[config.mk]
export PLATFORM = sky130hd
export DESIGN_NAME = ace_snoop_responder
export DESIGN_NICKNAME = d
export VERILOG_FILES = /design/src/rtl/ace_snoop_responder.sv
export SDC_FILE = /design/constraint.sdc
export NUM_CORES = 1
export LEC_CHECK = 0
export ABC_AREA = 1
export BUFFER_PORTS_ARGS = -buffer_cell sky130_fd_sc_hd__buf_2
export CAP_MARGIN = 0
export CORE_AREA = 2 2 139 141
export DETAILED_ROUTE_END_ITERATION = 8
export DIE_AREA = 0 0 141 143
export PLACE_DENSITY = 0.59
export SLEW_MARGIN = 20
export SYNTH_ARGS = -nofsm -noshare
export SYNTH_HDL_FRONTEND = slang
export SYNTH_SLANG_ARGS = --single-unit
[constraint.sdc]
create_clock -name clk_i -period 3.5 [get_ports clk_i]
set_input_delay 0.35 -clock clk_i [delete_from_list [all_inputs] [get_ports clk_i]]
set_output_delay 0.35 -clock clk_i [all_outputs]
set_load 0.01 [all_outputs]
[src/rtl/ace_snoop_responder.sv]
// ACE snooped-master responder: AC -> tag lookup -> CR -> optional CD line -> optional state update.
// One snoop in flight; every outgoing valid holds with a stable payload until its ready.
package ace_snoop_pkg;
    typedef struct packed {
        logic [63:0] addr;
        logic [2:0]  prot;
        logic [3:0]  snoop;
    } ac_chan_t;

    typedef struct packed {
        ac_chan_t ac;
        logic     ac_valid;
        logic     cr_ready;
        logic     cd_ready;
    } snoop_req_t;

    typedef struct packed {
        logic [63:0] data;
        logic        last;
    } cd_chan_t;

    typedef struct packed {
        logic       ac_ready;
        logic       cr_valid;
        logic [4:0] cr_resp;
        logic       cd_valid;
        cd_chan_t   cd;
    } snoop_resp_t;
endpackage

module ace_snoop_responder #(
    parameter int unsigned AddrWidth    = 64,
    parameter int unsigned DataWidth    = 64,
    parameter int unsigned BeatsPerLine = 4,
    parameter type snoop_req_t  = ace_snoop_pkg::snoop_req_t,
    parameter type snoop_resp_t = ace_snoop_pkg::snoop_resp_t
) (
    input  logic                 clk_i,
    input  logic                 rst_i,
    input  snoop_req_t           snoop_req_i,
    output snoop_resp_t          snoop_resp_o,
    output logic                 lookup_valid_o,
    output logic [AddrWidth-1:0] lookup_addr_o,
    input  logic                 lookup_ready_i,
    input  logic                 lookup_hit_i,
    input  logic                 lookup_dirty_i,
    input  logic                 lookup_shared_i,
    output logic                 data_req_o,
    input  logic                 data_valid_i,
    input  logic [DataWidth-1:0] data_i,
    output logic                 data_ready_o,
    output logic                 upd_valid_o,
    input  logic                 upd_ready_i,
    output logic [AddrWidth-1:0] upd_addr_o,
    output logic                 upd_invalidate_o,
    output logic                 upd_clear_dirty_o,
    output logic                 upd_set_shared_o
);
    localparam int unsigned OffBits = $clog2(DataWidth / 8 * BeatsPerLine);
    localparam int unsigned BeatW   = (BeatsPerLine > 1) ? $clog2(BeatsPerLine) : 1;
    localparam logic [AddrWidth-1:0] LineMask =
        ~((AddrWidth'(1) << OffBits) - AddrWidth'(1));
    localparam logic [BeatW-1:0] LastBeat = BeatW'(BeatsPerLine - 1);

    typedef enum logic [2:0] {
        S_IDLE,
        S_LOOKUP,
        S_RESP,
        S_DATA,
        S_UPDATE
    } state_e;

    state_e               state_q, state_d;
    logic [AddrWidth-1:0] addr_q, addr_d;
    logic [3:0]           snoop_q, snoop_d;
    logic [4:0]           cr_resp_q, cr_resp_d;
    logic                 inv_q, inv_d;
    logic                 clr_q, clr_d;
    logic                 set_q, set_d;
    logic [BeatW-1:0]     beat_q, beat_d;

    logic dt, pd, is_sh, wu, act_inv, act_clr, act_set;
    logic supported;
    logic beat_xfer, beat_last;
    logic unused_prot;

    assign unused_prot = ^snoop_req_i.ac.prot;

    always_comb begin
        supported = 1'b0;
        case (snoop_req_i.ac.snoop)
            4'b0000, 4'b0001, 4'b0010, 4'b0011,
            4'b0111, 4'b1000, 4'b1001, 4'b1101: supported = 1'b1;
            default:                            supported = 1'b0;
        endcase
    end

    // Response and cache actions for the latched code against the lookup result.
    always_comb begin
        dt      = 1'b0;
        pd      = 1'b0;
        is_sh   = 1'b0;
        act_inv = 1'b0;
        act_clr = 1'b0;
        act_set = 1'b0;
        case (snoop_q)
            4'b0000: begin
                dt = 1'b1; is_sh = 1'b1;
            end
            4'b0001, 4'b0011: begin
                dt = 1'b1; is_sh = 1'b1; pd = lookup_dirty_i;
                act_set = 1'b1; act_clr = lookup_dirty_i;
            end
            4'b0010: begin
                dt = 1'b1; is_sh = 1'b1; act_set = 1'b1;
            end
            4'b0111: begin
                dt = 1'b1; pd = lookup_dirty_i; act_inv = 1'b1;
            end
            4'b1000: begin
                dt = lookup_dirty_i; pd = lookup_dirty_i; is_sh = 1'b1;
                act_clr = lookup_dirty_i;
            end
            4'b1001: begin
                dt = lookup_dirty_i; pd = lookup_dirty_i; act_inv = 1'b1;
            end
            4'b1101: act_inv = 1'b1;
            default: ;
        endcase
        wu = lookup_hit_i & ~lookup_shared_i;
        if (!lookup_hit_i) begin
            dt = 1'b0; pd = 1'b0; is_sh = 1'b0;
            act_inv = 1'b0; act_clr = 1'b0; act_set = 1'b0;
        end
    end

    assign beat_xfer = data_valid_i & snoop_req_i.cd_ready;
    assign beat_last = (beat_q == LastBeat);

    always_comb begin
        state_d   = state_q;
        addr_d    = addr_q;
        snoop_d   = snoop_q;
        cr_resp_d = cr_resp_q;
        inv_d     = inv_q;
        clr_d     = clr_q;
        set_d     = set_q;
        beat_d    = beat_q;

        snoop_resp_o         = '0;
        snoop_resp_o.cr_resp = cr_resp_q;
        snoop_resp_o.cd.data = data_i;
        snoop_resp_o.cd.last = beat_last;
        lookup_valid_o       = 1'b0;
        data_req_o           = 1'b0;
        data_ready_o         = 1'b0;
        upd_valid_o          = 1'b0;

        case (state_q)
            S_IDLE: begin
                snoop_resp_o.ac_ready = 1'b1;
                if (snoop_req_i.ac_valid) begin
                    addr_d    = snoop_req_i.ac.addr & LineMask;
                    snoop_d   = snoop_req_i.ac.snoop;
                    cr_resp_d = '0;
                    inv_d     = 1'b0;
                    clr_d     = 1'b0;
                    set_d     = 1'b0;
                    state_d   = supported ? S_LOOKUP : S_RESP;
                end
            end
            S_LOOKUP: begin
                lookup_valid_o = 1'b1;
                if (lookup_ready_i) begin
                    cr_resp_d = {wu, is_sh, pd, 1'b0, dt};
                    inv_d     = act_inv;
                    clr_d     = act_clr;
                    set_d     = act_set;
                    state_d   = S_RESP;
                end
            end
            S_RESP: begin
                snoop_resp_o.cr_valid = 1'b1;
                if (snoop_req_i.cr_ready) begin
                    beat_d = '0;
                    if (cr_resp_q[0])                state_d = S_DATA;
                    else if (inv_q | clr_q | set_q)  state_d = S_UPDATE;
                    else                             state_d = S_IDLE;
                end
            end
            S_DATA: begin
                data_req_o            = 1'b1;
                snoop_resp_o.cd_valid = data_valid_i;
                data_ready_o          = snoop_req_i.cd_ready;
                if (beat_xfer) begin
                    beat_d = beat_q + BeatW'(1);
                    if (beat_last)
                        state_d = (inv_q | clr_q | set_q) ? S_UPDATE : S_IDLE;
                end
            end
            S_UPDATE: begin
                upd_valid_o = 1'b1;
                if (upd_ready_i) state_d = S_IDLE;
            end
            default: state_d = S_IDLE;
        endcase
    end

    assign lookup_addr_o     = addr_q;
    assign upd_addr_o        = addr_q;
    assign upd_invalidate_o  = inv_q;
    assign upd_clear_dirty_o = clr_q;
    assign upd_set_shared_o  = set_q;

    always_ff @(posedge clk_i) begin
        if (rst_i) begin
            state_q   <= S_IDLE;
            addr_q    <= '0;
            snoop_q   <= '0;
            cr_resp_q <= '0;
            inv_q     <= 1'b0;
            clr_q     <= 1'b0;
            set_q     <= 1'b0;
            beat_q    <= '0;
        end else begin
            state_q   <= state_d;
            addr_q    <= addr_d;
            snoop_q   <= snoop_d;
            cr_resp_q <= cr_resp_d;
            inv_q     <= inv_d;
            clr_q     <= clr_d;
            set_q     <= set_d;
            beat_q    <= beat_d;
        end
    end
endmodule

### Word level (Yosys, flattened, before mapping)

Memory sizes are Yosys's and may differ from the RTL's.
Index checks and enable logic that the tools add are counted.

| storage, ports and cells | value |
|---|---|
| logic and storage cells | 90 |
| bits in registers | 76 |
| bits in writable memories | 0 |
| output and inout port bits | 208 |
| bits of input ports | 146 |
| latch bits | 0 |
| memories kept | 1 |
| bits in read-only memories | 16 |

| operators by class | value |
|---|---|
| div/mod/pow operators | 0 |
| shift operators | 0 |
| bitwise operators | 5 |
| add/subtract/negate cells | 1 |
| reductions and logical operators | 15 |
| $mul | 0 |
| $lt $le $gt $ge | 0 |
| equal/unequal tests | 18 |
| muxes and demuxes | 42 |

Memory list:

| memory | words | bits a word | rd ports | clocked after Yosys merged registers in | wr ports | RTL line | source |
|---|---|---|---|---|---|---|---|
| (no name shown) | 16 | 1 | 1 | 0 | 0 | 91 | `case (snoop_req_i.ac.snoop)` |

Operators with widths:

| cell | count |
|---|---|
| $mux 3 | 8 |
| $mux 1 | 22 |
| $pmux 3 s5 | 1 |
| $reduce_or 5->1 | 3 |
| $eq 4x4->1 const B | 3 |
| $ne 2x2->1 const B | 6 |
| $mux 5 | 2 |
| $pmux 5 s2 | 1 |
| $reduce_or 3->1 | 3 |
| $eq 4x2->1 const B | 2 |
| $pmux 1 s2 | 4 |
| $eq 3x2->1 const B | 2 |
| $mux 2 | 3 |
| $reduce_and 3->1 | 2 |
| $reduce_and 6->1 | 1 |
| $eq 4x1->1 const B | 1 |
| $eq 4x3->1 const B | 1 |
| $logic_not 4->1 | 1 |
| $pmux 2 s2 | 1 |
| $reduce_bool 2->1 | 2 |
| $eq 3x1->1 const B | 1 |
| $eq 3x3->1 const B | 1 |
| $logic_not 3->1 | 1 |
| $add 2x1->2 const B | 1 |
| 6 further kinds | 8 |

### Longest topological paths before layout

| depth | value |
|---|---|
| depth after elaboration | 6 |
| gate-level depth with buffers | 10 |
| depth with buffers taken out | 9 |

### Least setup slack after synthesis

No wires, ideal clock.

| path | value |
|---|---|
| kind | register to register |
| from | register state_q[1] |
| to | register addr_q[28], in the netlist lookup_addr_o[28] |
| library setup time | 0.132 ns |
| data required time | 3.368 ns |
| stages on the path, launching flop included | 8 |
| buffers on the path | 3 |
| arrival | 1.270 ns |
| slack | 2.097 ns |
| clock period less this slack | 1.403 ns |
| cell sequence | dfxtp_1 > buf_2 > nor3_4 > nand2_2 > buf_2 > buf_2 > nand2_1 > a21oi_1 |

| between the ends | value |
|---|---|
| longest elaborated chain between the ends | 2 |

Ends and longest elaborated chain:

| element | RTL line | source |
|---|---|---|
| start: declaration | 73 | `state_e state_q, state_d;` |
| start signal: assignment | 226 | `state_q <= state_d;` |
| $logic_not 3->1 | 159 | `case (state_q)` |
| $reduce_and 2->1 (no line) | - |  |
| end signal: assignment | 227 | `addr_q <= addr_d;` |
| end: declaration | 74 | `logic [AddrWidth-1:0] addr_q, addr_d;` |

No other way between the ends.
A chain may end at the register's enable or synchronous reset.

==> impl_metrics.yaml <==
yosys:
  netlist.area_leader.share_pct: 37.3
  synthArstFlopShare_pct: 0
  yosys_warnings: 0
  synth_compound_area_share_pct: 11.3
  synth_xor_area_share_pct: 0
  synth_cells: 540
  netlist_area_um2: 4030
  synth_edf_count: 0
  yosysTopAreaCell: "dfxtp_1"
  synth_top_family_by_area: "buffers and inverters"
  avgSynthCellArea_um2: 7.45
  ys_ff_latch: 75
  ys_seq_area_share_pct: 37.3
  synth-simple-area-share_pct: 20.7
  synthTopCellsByArea: "dfxtp_1 (37%), buf_4 (25%), a21oi_1 (9.4%)"
  synthMuxAreaShare_pct: 0
  synthAdderAreaFrac_pct: 0.311
  synth_ff_type: "dfxtp_1"
  ys_types: 20
sta:
  setup_violations: 0
  tns_ps: 0
  grt_setup_unrepaired: "false"
  worst_pin_slew_ps: 776
  fmax_ghz: 0.455
  relSlewSlack_pct: 48.3
  slew_violations: 0
  period_needed_ps: 2200
  hold_violations: 0
  fin_skew_ps: 6.56
  period_share_pct: 62.8
  fin_ws_ps: 1300
global_route:
  grt_pass1_vias: 3196
  grt.total_usage_pct: 11.4
  grt_max_degree: 63
  grt_pass1_wl_um: 17000
  grt_antenna_before_repair: 0
  overflow: 0
critical_path:
  worst-setup-path-type: "flip-flop to output pin"
  cp_slowest_stage_delay_ps: 600
  r2r_slack_ps: 1580
  crit_arrival_ps: 1850
  start_kind: "flip-flop"
  rr_startpoint: "state_q[1]"
  cp-end-kind: "output pin"
  cp.required_ps: 3150
  critPathMaxFanout: 62
  r2r_end: "lookup_addr_o[29]"
  r2r_cells: 5
  critical_path.cell_chain: "nor3_4, buf_4, buf_2"
  crit_path_top_delay_cell: "buf_4"
layout:
  fin_nets: 753
  layout-drive-gt1-share_pct: 37.0
  register_area_um2: 1500
  antenna_cells: 0
  n_fill_cell: 2074
  area_growth_pct: 12.7
  multi_input_area_um2: 1340
route:
  ant_nets: 0
  drt_first_iter_violations: 135
  drt_wl_total_um: 11900
  wire_per_inst_um: 14.1
  drtPass1Iterations: 4
  drt-vias-per-instance: 4.23
  vias: 3566
  route.detailed.drc: 0
placement:
  hpwl_um: 8160
  gp_congestion: 0.822
  dpl_worst_slack_ps: 1540
  port_buffers: 206
clock_network:
  max-clock-path-buffers: 2
  cts_buffers: 9
  clkTransAtPathRegs_ps: 60
  cts_tree: "done"
  cts.sinks: 75
  hold_buffers: 0
  ctsHtreeMaxLevel: 3
  cts_root_buf: "clkbuf_16"
  clock_latency_ps: 340
  cts_resized: 0
  post_cts_buffers: 0
floorplanning:
  die_w_um: 141
  core_area_um2: 18600
  initial_core_util_pct: 21.7
  chipHeight_um: 143
  dieArea_um2: 20200
  rows: 50
  num_io_pins: 354
worst_hold_path:
  hp-class: "input port to flip-flop"
  hold_path_end: "lookup_addr_o[27]"
  whs_path_depth: 3
  hold_start: "snoop_req_i[37]"
job:
  drv_cap: 0
power:
  p_per_area_nw_per_um2: 581
  finalPower_uw: 2640
  p_leak_uw: 0.00228
  max-vdd-ir-drop_mv: 0.374
run_status:
  outcome: "completed"
## state kept, by name (all words and copies together) (netlist names)
| register | cells |
|---|---|
| cr_resp_q | 4 |
| state_q | 3 |
| beat_q | 2 |
| lookup_addr_o | 59 |
| upd_set_shared_o | 1 |
| snoop_q | 4 |
| upd_clear_dirty_o | 1 |
| upd_invalidate_o | 1 |
## routing by layer
| layer | vias up | global-route usage (%) | wire (µm) |
|---|---|---|---|
| met3 | 64 | 2.92 | 757 |
| met4 | 0 | 8.26 | 714 |
| met5 | - | 0 | 0 |
| met1 | 1600 | 11.9 | 4620 |
| met2 | 161 | 19.8 | 5800 |
| li1 | 1741 | - | - |
## where the power goes
group	internal, µW	switching [µW]	leakage (µW)
Clock	493	361	0.000132
Sequential	955	78.9	0.000615
Combinational	265	483	0.00153
## cell type report
cell class              instances  share of cell area, %
clock buffers                  12                   5.44
multi-input cells             290                   29.6
inverters                      20                   1.66
clock inverters                 3                  0.331
well taps                     234                   6.46
flip-flops and latches         75                   33.1
repair buffers                210                   23.4
## cells in the final DEF, fill, tap and decap left out, types with 3 or more instances in the layout
cell type and n:
a21oi_1 76, buf_2 206, buf_4 4, clkbuf_16 9, clkinv_2 3, conb_1 11, dfxtp_1 75, inv_1 20
nand2_1 91, nand3_1 72, nand3b_1 3, nor2_1 16, o21ai_0 11
## worst max-delay path, delay by kind of cell, from the launching register on
kind,cells,cell delay (ps)
buffers and inverters,2,850
DFF,1,400
and+or+nand+nor,1,250
## how the worst max path moves through the flow
stage	startpoint	to	slack [ps]	cells past startpoint
2_1_floorplan	state_q[1]	lookup_addr_o[28]	2100	7
4_1_cts	state_q[1]	snoop_resp_o[72]	1230	3
3_3_place_gp	state_q[0]	lookup_addr_o[47]	1560	5
3_5_place_dp	state_q[1]	lookup_addr_o[29]	1540	5
6_report	state_q[1]	snoop_resp_o[72]	1300	3
5_1_grt	state_q[0]	snoop_resp_o[72]	1160	3
## Yosys cell counts, types with 2 or more instances
| cell type | n |
|---|---|
| nor2_1 | 16 |
| a21oi_1 | 76 |
| buf_4 | 135 |
| o31ai_1 | 2 |
| nand2_2 | 2 |
| inv_1 | 20 |
| nand3_1 | 72 |
| o21ai_0 | 11 |
| nand2_1 | 91 |
| nand3b_1 | 3 |
| clkbuf_1 | 16 |
| dfxtp_1 | 75 |
| buf_2 | 14 |
## cell families (layout without fill, tap and decap cells)
family | Yosys count | after routing
other | 1 | 11
adder cells (fa/ha/maj) | 1 | 1
AND/OR/NAND/NOR | 188 | 188
AO/OA/AOI/OAI | 90 | 90
buffers and inverters | 185 | 245
flip-flops | 75 | 75
## per-stage QoR
stage / hold WS [ps] / instance area [µm²] / instances / utilization, %
floorplan: 447 / 4060 / 550 / -
global placement: 454 / 4270 / 829 / 23.0
detailed placement: 459 / 4270 / 829 / 23.0
CTS: 253 / 4530 / 844 / 24.4
global route: 265 / 4530 / 844 / 24.4
finish: 274 / 4530 / 844 / 24.4
Power figures use the tool's default switching activity.
